[src/rtl/fft_out_streamer_if.sv]
// Handshake/bus bundle for fft_out_streamer: bin write port, stream output and status.
// The slave modport is the streamer's view; master is the producer/consumer side.
interface fft_out_streamer_if #(
    parameter int bit_width = 34,
    parameter int SIZE      = 5
);
    logic                        wr_en;
    logic [SIZE-1:0]             wr_addr;
    logic signed [bit_width-1:0] Re_in;
    logic signed [bit_width-1:0] Im_in;
    logic                        finish_FFT;
    logic                        out_ready;
    logic signed [bit_width-1:0] Re_out;
    logic signed [bit_width-1:0] Im_out;
    logic                        en_comp;
    logic [SIZE-1:0]             bin_idx;
    logic                        done_all;
    logic                        busy;

    modport master (
        output wr_en, wr_addr, Re_in, Im_in, finish_FFT, out_ready,
        input  Re_out, Im_out, en_comp, bin_idx, done_all, busy
    );

    modport slave (
        input  wr_en, wr_addr, Re_in, Im_in, finish_FFT, out_ready,
        output Re_out, Im_out, en_comp, bin_idx, done_all, busy
    );
endinterface

[src/rtl/fft_out_streamer.sv]
// FFT result buffer and streamer: stores N complex bins, then streams them with backpressure.
// Optional macro BITREV_READ_EN selects bit-reversed read addressing.
module fft_out_streamer #(
    parameter int bit_width = 34,
    parameter int N         = 32,
    parameter int SIZE      = 5
) (
    input  logic              clk,
    input  logic              rst_n,
    fft_out_streamer_if.slave bus
);
    localparam logic [1:0] IDLE   = 2'd0;
    localparam logic [1:0] STREAM = 2'd1;
    localparam logic [1:0] DRAIN  = 2'd2;

    localparam logic [SIZE-1:0] LAST_BIN = SIZE'(N - 1);

    logic [1:0]                  state;
    logic [SIZE-1:0]             rd_cnt;
    logic [SIZE-1:0]             rd_addr;
    logic signed [bit_width-1:0] re_mem [N];
    logic signed [bit_width-1:0] im_mem [N];
    logic signed [bit_width-1:0] re_q;
    logic signed [bit_width-1:0] im_q;
    logic [SIZE-1:0]             bin_q;
    logic                        en_q;
    logic                        done_q;
    logic                        slot_free;
    logic                        wr_ok;

`ifdef BITREV_READ_EN
    function automatic logic [SIZE-1:0] bit_reverse(input logic [SIZE-1:0] v);
        logic [SIZE-1:0] r;
        r = '0;
        for (int i = 0; i < SIZE; i++) begin
            r[i] = v[SIZE-1-i];
        end
        return r;
    endfunction

    assign rd_addr = bit_reverse(rd_cnt);
`else
    assign rd_addr = rd_cnt;
`endif

    assign wr_ok     = bus.wr_en && (state == IDLE);
    assign slot_free = !en_q || bus.out_ready;

    // RAM contents survive reset, so the write port carries no reset.
    always_ff @(posedge clk) begin
        if (wr_ok) begin
            re_mem[bus.wr_addr] <= bus.Re_in;
            im_mem[bus.wr_addr] <= bus.Im_in;
        end
    end

    // The registered RAM read doubles as the output register, held while stalled.
    always_ff @(posedge clk or negedge rst_n) begin
        if (!rst_n) begin
            state  <= IDLE;
            rd_cnt <= '0;
            re_q   <= '0;
            im_q   <= '0;
            bin_q  <= '0;
            en_q   <= 1'b0;
            done_q <= 1'b0;
        end else begin
            done_q <= 1'b0;
            case (state)
                IDLE: begin
                    if (bus.finish_FFT) begin
                        state  <= STREAM;
                        rd_cnt <= '0;
                    end
                end
                STREAM: begin
                    if (slot_free) begin
                        re_q   <= re_mem[rd_addr];
                        im_q   <= im_mem[rd_addr];
                        bin_q  <= rd_cnt;
                        en_q   <= 1'b1;
                        rd_cnt <= rd_cnt + 1'b1;
                        if (rd_cnt == LAST_BIN) begin
                            state <= DRAIN;
                        end
                    end
                end
                DRAIN: begin
                    if (bus.out_ready) begin
                        en_q   <= 1'b0;
                        done_q <= 1'b1;
                        state  <= IDLE;
                    end
                end
                default: begin
                    state <= IDLE;
                    en_q  <= 1'b0;
                end
            endcase
        end
    end

    assign bus.Re_out   = re_q;
    assign bus.Im_out   = im_q;
    assign bus.bin_idx  = bin_q;
    assign bus.en_comp  = en_q;
    assign bus.done_all = done_q;
    assign bus.busy     = (state != IDLE);
endmodule

[src/flat_wrapper.sv]
// flat-port wrapper written by rule: the top's interface ports become plain ports
module fft_out_streamer_flat 
#(
    parameter int bit_width = 34,
    parameter int N         = 32,
    parameter int SIZE      = 5
)
  (clk, rst_n, bus_wr_en, bus_wr_addr, bus_Re_in, bus_Im_in, bus_finish_FFT, bus_out_ready, bus_Re_out, bus_Im_out, bus_en_comp, bus_bin_idx, bus_done_all, bus_busy);
  fft_out_streamer_if #(.bit_width(bit_width), .SIZE(SIZE)) bus_i ();
  input  logic clk;
  input  logic rst_n;
  input wire logic [$bits(bus_i.wr_en)-1:0] bus_wr_en;
  input wire logic [$bits(bus_i.wr_addr)-1:0] bus_wr_addr;
  input wire logic [$bits(bus_i.Re_in)-1:0] bus_Re_in;
  input wire logic [$bits(bus_i.Im_in)-1:0] bus_Im_in;
  input wire logic [$bits(bus_i.finish_FFT)-1:0] bus_finish_FFT;
  input wire logic [$bits(bus_i.out_ready)-1:0] bus_out_ready;
  output wire logic [$bits(bus_i.Re_out)-1:0] bus_Re_out;
  output wire logic [$bits(bus_i.Im_out)-1:0] bus_Im_out;
  output wire logic [$bits(bus_i.en_comp)-1:0] bus_en_comp;
  output wire logic [$bits(bus_i.bin_idx)-1:0] bus_bin_idx;
  output wire logic [$bits(bus_i.done_all)-1:0] bus_done_all;
  output wire logic [$bits(bus_i.busy)-1:0] bus_busy;
  assign bus_i.wr_en = bus_wr_en;
  assign bus_i.wr_addr = bus_wr_addr;
  assign bus_i.Re_in = bus_Re_in;
  assign bus_i.Im_in = bus_Im_in;
  assign bus_i.finish_FFT = bus_finish_FFT;
  assign bus_i.out_ready = bus_out_ready;
  assign bus_Re_out = bus_i.Re_out;
  assign bus_Im_out = bus_i.Im_out;
  assign bus_en_comp = bus_i.en_comp;
  assign bus_bin_idx = bus_i.bin_idx;
  assign bus_done_all = bus_i.done_all;
  assign bus_busy = bus_i.busy;
  fft_out_streamer #(.bit_width(bit_width), .N(N), .SIZE(SIZE)) u_core (.clk(clk), .rst_n(rst_n), .bus(bus_i));
endmodule
[config.mk]
export PLATFORM = sky130hd
export DESIGN_NAME = fft_out_streamer_flat
export DESIGN_NICKNAME = d
export VERILOG_FILES = /design/src/rtl/fft_out_streamer_if.sv /design/src/rtl/fft_out_streamer.sv /design/src/flat_wrapper.sv
export SDC_FILE = /design/constraint.sdc
export NUM_CORES = 2
export LEC_CHECK = 0
export CAP_MARGIN = 5
export CORE_MARGIN = 5
export CORE_UTILIZATION = 62
export CTS_CLUSTER_DIAMETER = 40
export DETAILED_ROUTE_END_ITERATION = 12
export PLACE_DENSITY = 0.79
export REMOVE_ABC_BUFFERS = 1
export SLEW_MARGIN = 20
export SYNTH_ARGS = -nofsm -noshare
export SYNTH_HDL_FRONTEND = slang
export SYNTH_SLANG_ARGS = --single-unit
[constraint.sdc]
create_clock -name clk -period 6.4 [get_ports clk]
set_input_delay 1.28 -clock clk [delete_from_list [all_inputs] [get_ports clk]]
set_output_delay 1.28 -clock clk [all_outputs]
set_load 0.01 [all_outputs]
* Word level (Yosys, flattened, before mapping)
Memory sizes are Yosys's and may differ from the RTL's. A register that Yosys moved wholly into a read port is not among the register bits. Cells that the tools add are included.
Storage, ports and cells: register bits after elaboration 14, bits in latches 0, RAM bits 2176, ROM bits 0, input bits 78, output and inout port bits 76, word-level logic and storage cells 43, memories 2
Cells by class: $add $sub $neg 1, $mul 0, div/mod/pow operators 0, $lt $le $gt $ge 0, equal/unequal tests 7, shift operators 0, muxes and demuxes 15, bitwise logic cells 1, reduce and logical (&&, ||, !) cells 12
Memories:
- u_core.im_mem | words 32, bits a word 34, rd ports 1, clocked after memory_dff 1, wr ports 1, RTL line fft_out_streamer.sv:22 | logic signed [bit_width-1:0] im_mem [N];
- u_core.re_mem | words 32, bits a word 34, rd ports 1, clocked after memory_dff 1, wr ports 1, RTL line fft_out_streamer.sv:21 | logic signed [bit_width-1:0] re_mem [N];
Operator list (number):
- $mux W5 | 2
- $pmux W5 S2 | 1
- $mux W2 | 4
- $mux W1 | 6
- $pmux W2 S3 | 1
- $reduce_and A3 Y1 | 2
- $add A5 B1 Y5 const B | 1
- $eq A5 B5 Y1 const B | 1
- $ne A2 B1 Y1 const B | 2
- $ne A2 B2 Y1 const B | 2
- $reduce_and A4 Y1 | 1
- $reduce_bool A2 Y1 | 2
- $logic_not A1 Y1 | 3
- $pmux W1 S3 | 1
- $eq A2 B1 Y1 const B | 1
- $eq A2 B2 Y1 const B | 1
- $logic_not A2 Y1 | 1
- $reduce_and A2 Y1 | 1
- $logic_and A1 B1 Y1 | 1
- $logic_or A1 B1 Y1 | 1
- $not A1 Y1 | 1

* Depth between registers and ports, before layout
depth after elaboration 4, depth in mapped cells 9, mapped depth without buffers 5

* Least setup slack after synthesis
No wires, ideal clock.
path kind input to register, from input bus_wr_addr[1], to memory u_core.im_mem[12][0] (enable), library setup time 0.495 ns, arrival time 4.684 ns, data required time 5.905 ns, slack 1.221 ns, stages on the path 3, path buffers 1, cell sequence or3_1 > clkbuf_1 > nor2_1
RTL lines:
- start: declaration | RTL line flat_wrapper.sv:13 | input wire logic [$bits(bus_i.wr_addr)-1:0] bus_wr_addr;
- end: declaration | RTL line fft_out_streamer.sv:22
Straight into the memory's write port.

* Worst setup path in the final report
from input bus_wr_en, to memory u_core.im_mem[12][15] (enable)
Between the ends: longest elaborated chain between the ends 3
Ends and longest elaborated chain:
- start: declaration | RTL line flat_wrapper.sv:12 | input wire logic [$bits(bus_i.wr_en)-1:0] bus_wr_en;
- $logic_and A1 B1 Y1 | RTL line fft_out_streamer.sv:46 | assign wr_ok = bus.wr_en && (state == IDLE);
- $mux W1 | RTL line fft_out_streamer.sv:51 | if (wr_ok) begin
- $mux W1 (implied by the code) | RTL line fft_out_streamer.sv:53 | im_mem[bus.wr_addr] <= bus.Im_in;
No other way between the ends.

==> results.cfg <==
[sta]
drv_slew = 0
totalNegativeSetupSlack_ps = 0
setup_viol = 0
worst_pin_slew_ps = 1160
slew_headroom = 0.227
fin_crit_sh = 0.590
min_period_ps = 3770
hold_viol = 0
rsz0062_at_grt = no
whs_ps = 440
fin_ws_ps = 2630
skew_ps = 26.3
max_freq_ghz = 0.265

[clock_network]
cts_sinks = 2258
cts_tree = done
cts_hold_buffers = 0
cts_buffer_depth = 3
root_buffer = clkbuf_16
cts_resized = 0
cts_buffers = 221
clk_latency_ps = 860
cts.reportedPaths.clkPinSlew_ps = 60
h-tree-depth = 4
cts_setup_buffers = 0

[floorplanning]
dieArea_mm2 = 0.148
die_h_um = 384
top_level_ports = 154
core_area_mm2 = 0.139
die_w_um = 384
rows = 137
start_util = 0.623

[pwr]
powerDensity_mw_per_mm2 = 392
peakVddDrop_uv = 315
p_leak_nw = 32.2
total_power_w = 0.0385

[route]
vias_per_cell = 6.85
drt_wl_total_um = 213000
first_pass_iters = 6
initialDrtViolationCount = 6513
num_vias = 45500
routedWlPerCell_um = 32.1
drc = 0
antenna_left = 0

[setup_path]
critPathArrivalTime_ps = 4240
path_class = in2reg
worstPathMaxFanout = 31
required_ps = 6870
end_kind = flop
cp-start-kind = primary input

[synthesis]
synth-seq-cells = 2258
synth_top_flop_cell = edfxtp_1
synth_edf_count = 2176
ys_types = 44
synth.avg_cell_area_um2 = 20.1
netlist_instances = 4324
seq_area_frac_synth = 0.776
synth_area_mm2 = 0.0869
synth_warnings = 0
ys_async_sr_fraction = 0.0363

[global_routing]
grt_pass1_vias = 46100
antenna_found_initial = 4
overflow = 0
grt_pass1_wl_um = 311000
grt_usage = 0.290
grt_max_degree = 102

[flow_run]
drv_cap = 0

[final_layout]
final_common_cell = edfxtp_1
num-fill-cells = 7914
drive_above_1_share = 0.173
utilization = 0.706
multiInputGateArea_mm2 = 0.0184
syn_to_final_growth_pct = 13.2
layout.cells.most_common_list = edfxtp_1, mux2i_1, a22oi_1
nets = 4643
ff_latch_area_mm2 = 0.0674

[placement]
hpwlAfterDp_um = 111000
io_buffers = 153
place.gp.congestion = 0.791
pre_cts_slack_ps = 1760

[status]
status = completed

[hold_path]
hold_path.class = in2async
-- power breakdown --
| part | total, W | switching (W) | internal (W) |
|---|---|---|---|
| registers | 0.0170 | 0.000522 | 0.0165 |
| logic | 0.00855 | 0.00507 | 0.00348 |
| clock network | 0.0130 | 0.00550 | 0.00749 |
-- synthesized netlist by cell type, types with 2 or more instances --
| cell | n | area share |
|---|---|---|
| a21oi_1 | 3 | 0.00017 |
| a22o_1 | 2 | 0.00020 |
| a22oi_1 | 272 | 0.024 |
| a32oi_1 | 67 | 0.0068 |
| and2_1 | 3 | 0.00022 |
| and3_1 | 2 | 0.00014 |
| and4_1 | 2 | 0.00020 |
| buf_1 | 16 | 0.00069 |
| buf_2 | 83 | 0.0048 |
| buf_4 | 41 | 0.0035 |
| buf_6 | 5 | 0.00065 |
| clkbuf_1 | 116 | 0.0050 |
| dfrtp_1 | 82 | 0.024 |
| edfxtp_1 | 2176 | 0.75 |
| ha_1 | 2 | 0.00029 |
| inv_1 | 4 | 0.00017 |
| mux2_1 | 2 | 0.00026 |
| mux2_2 | 55 | 0.0071 |
| mux2i_1 | 724 | 0.083 |
| mux4_2 | 222 | 0.058 |
| nand2_1 | 114 | 0.0049 |
| nand2b_1 | 2 | 0.00014 |
| nand3_1 | 87 | 0.0050 |
| nand3b_1 | 3 | 0.00026 |
| nand4_1 | 53 | 0.0038 |
| nand4b_1 | 3 | 0.00030 |
| nor2_1 | 41 | 0.0018 |
| nor2b_1 | 5 | 0.00036 |
| o2111ai_1 | 51 | 0.0051 |
| o211ai_1 | 51 | 0.0044 |
| o21ai_0 | 6 | 0.00035 |
| o22a_1 | 15 | 0.0015 |
| or3_1 | 2 | 0.00014 |
| xnor2_1 | 2 | 0.00020 |
-- cells by family (layout without fill, tap and decap cells) --
family | count (synthesis) | after routing | share of synthesized area
simple gates | 320 | 320 | 0.0176
fa+ha+maj | 2 | 2 | 0.000288
xor+xnor | 2 | 2 | 0.000202
mux | 1003 | 1003 | 0.148
other cells | 0 | 2 | 0
flops | 2258 | 2258 | 0.776
buf+inv | 266 | 702 | 0.0149
compound gates | 473 | 473 | 0.0426
-- sequential cells by signal (all words and copies together), names as in the netlist --
name                 flops
u_core.bus.Im_out       34
u_core.im_mem         1088
u_core.state             2
u_core.bus.Re_out       34
u_core.rd_addr           5
u_core.bus.done_all      1
u_core.re_mem         1088
u_core.bus.en_comp       1
u_core.bus.bin_idx       5
-- final cells by class --
class | instances | area share
timing repair buffer | 277 | 0.0277
inverter | 5 | 0.000293
clock buffer | 291 | 0.0610
antenna | 2 | 0.0000509
tap | 1876 | 0.0239
clock inverter | 129 | 0.0139
multi-input combinational | 1800 | 0.188
sequential | 2258 | 0.686
-- metrics by stage --
stage | std cells | instance area [um^2]
CTS | 6632 | 98400
detailed placement | 6212 | 91000
global route | 6636 | 98300
floorplan | 4063 | 85600
global placement | 6212 | 91000
finish | 6638 | 98300
-- path summary, 6_finish.rpt --
check                           cells after the start                               from  slack, ps                                 to
worst max register to register                      5      u_core.rd_addr[1]$_DFFE_PN0P_       2650  u_core.bus.Re_out[20]$_DFFE_PN0P_
min in group clk                                    2  u_core.bus.bin_idx[3]$_DFFE_PN0P_        500  u_core.bus.bin_idx[3]$_DFFE_PN0P_
max in group asynchronous                           2                              rst_n       4720      u_core.rd_addr[1]$_DFFE_PN0P_
worst min-delay path                                1                              rst_n        440  u_core.bus.Im_out[11]$_DFFE_PN0P_
worst min register to register                      2  u_core.bus.bin_idx[3]$_DFFE_PN0P_        500  u_core.bus.bin_idx[3]$_DFFE_PN0P_
worst max-delay path                                5                          bus_wr_en       2630    u_core.im_mem[12][15]$_DFFE_PP_
-- layer usage --
metal,share of wire,GRT usage
met1,0.38,0.422
met2,0.48,0.448
met3,0.12,0.0715
met4,0.026,0.0804
met5,0.00049,0
-- critical path: stages --
cell             delay [ps]
clkdlybuf4s50_1         520
nand2_1                  60
or3_1                   680
nor2_4                  940
buf_4                   670
No activity file was read; power rests on OpenSTA's default activity.
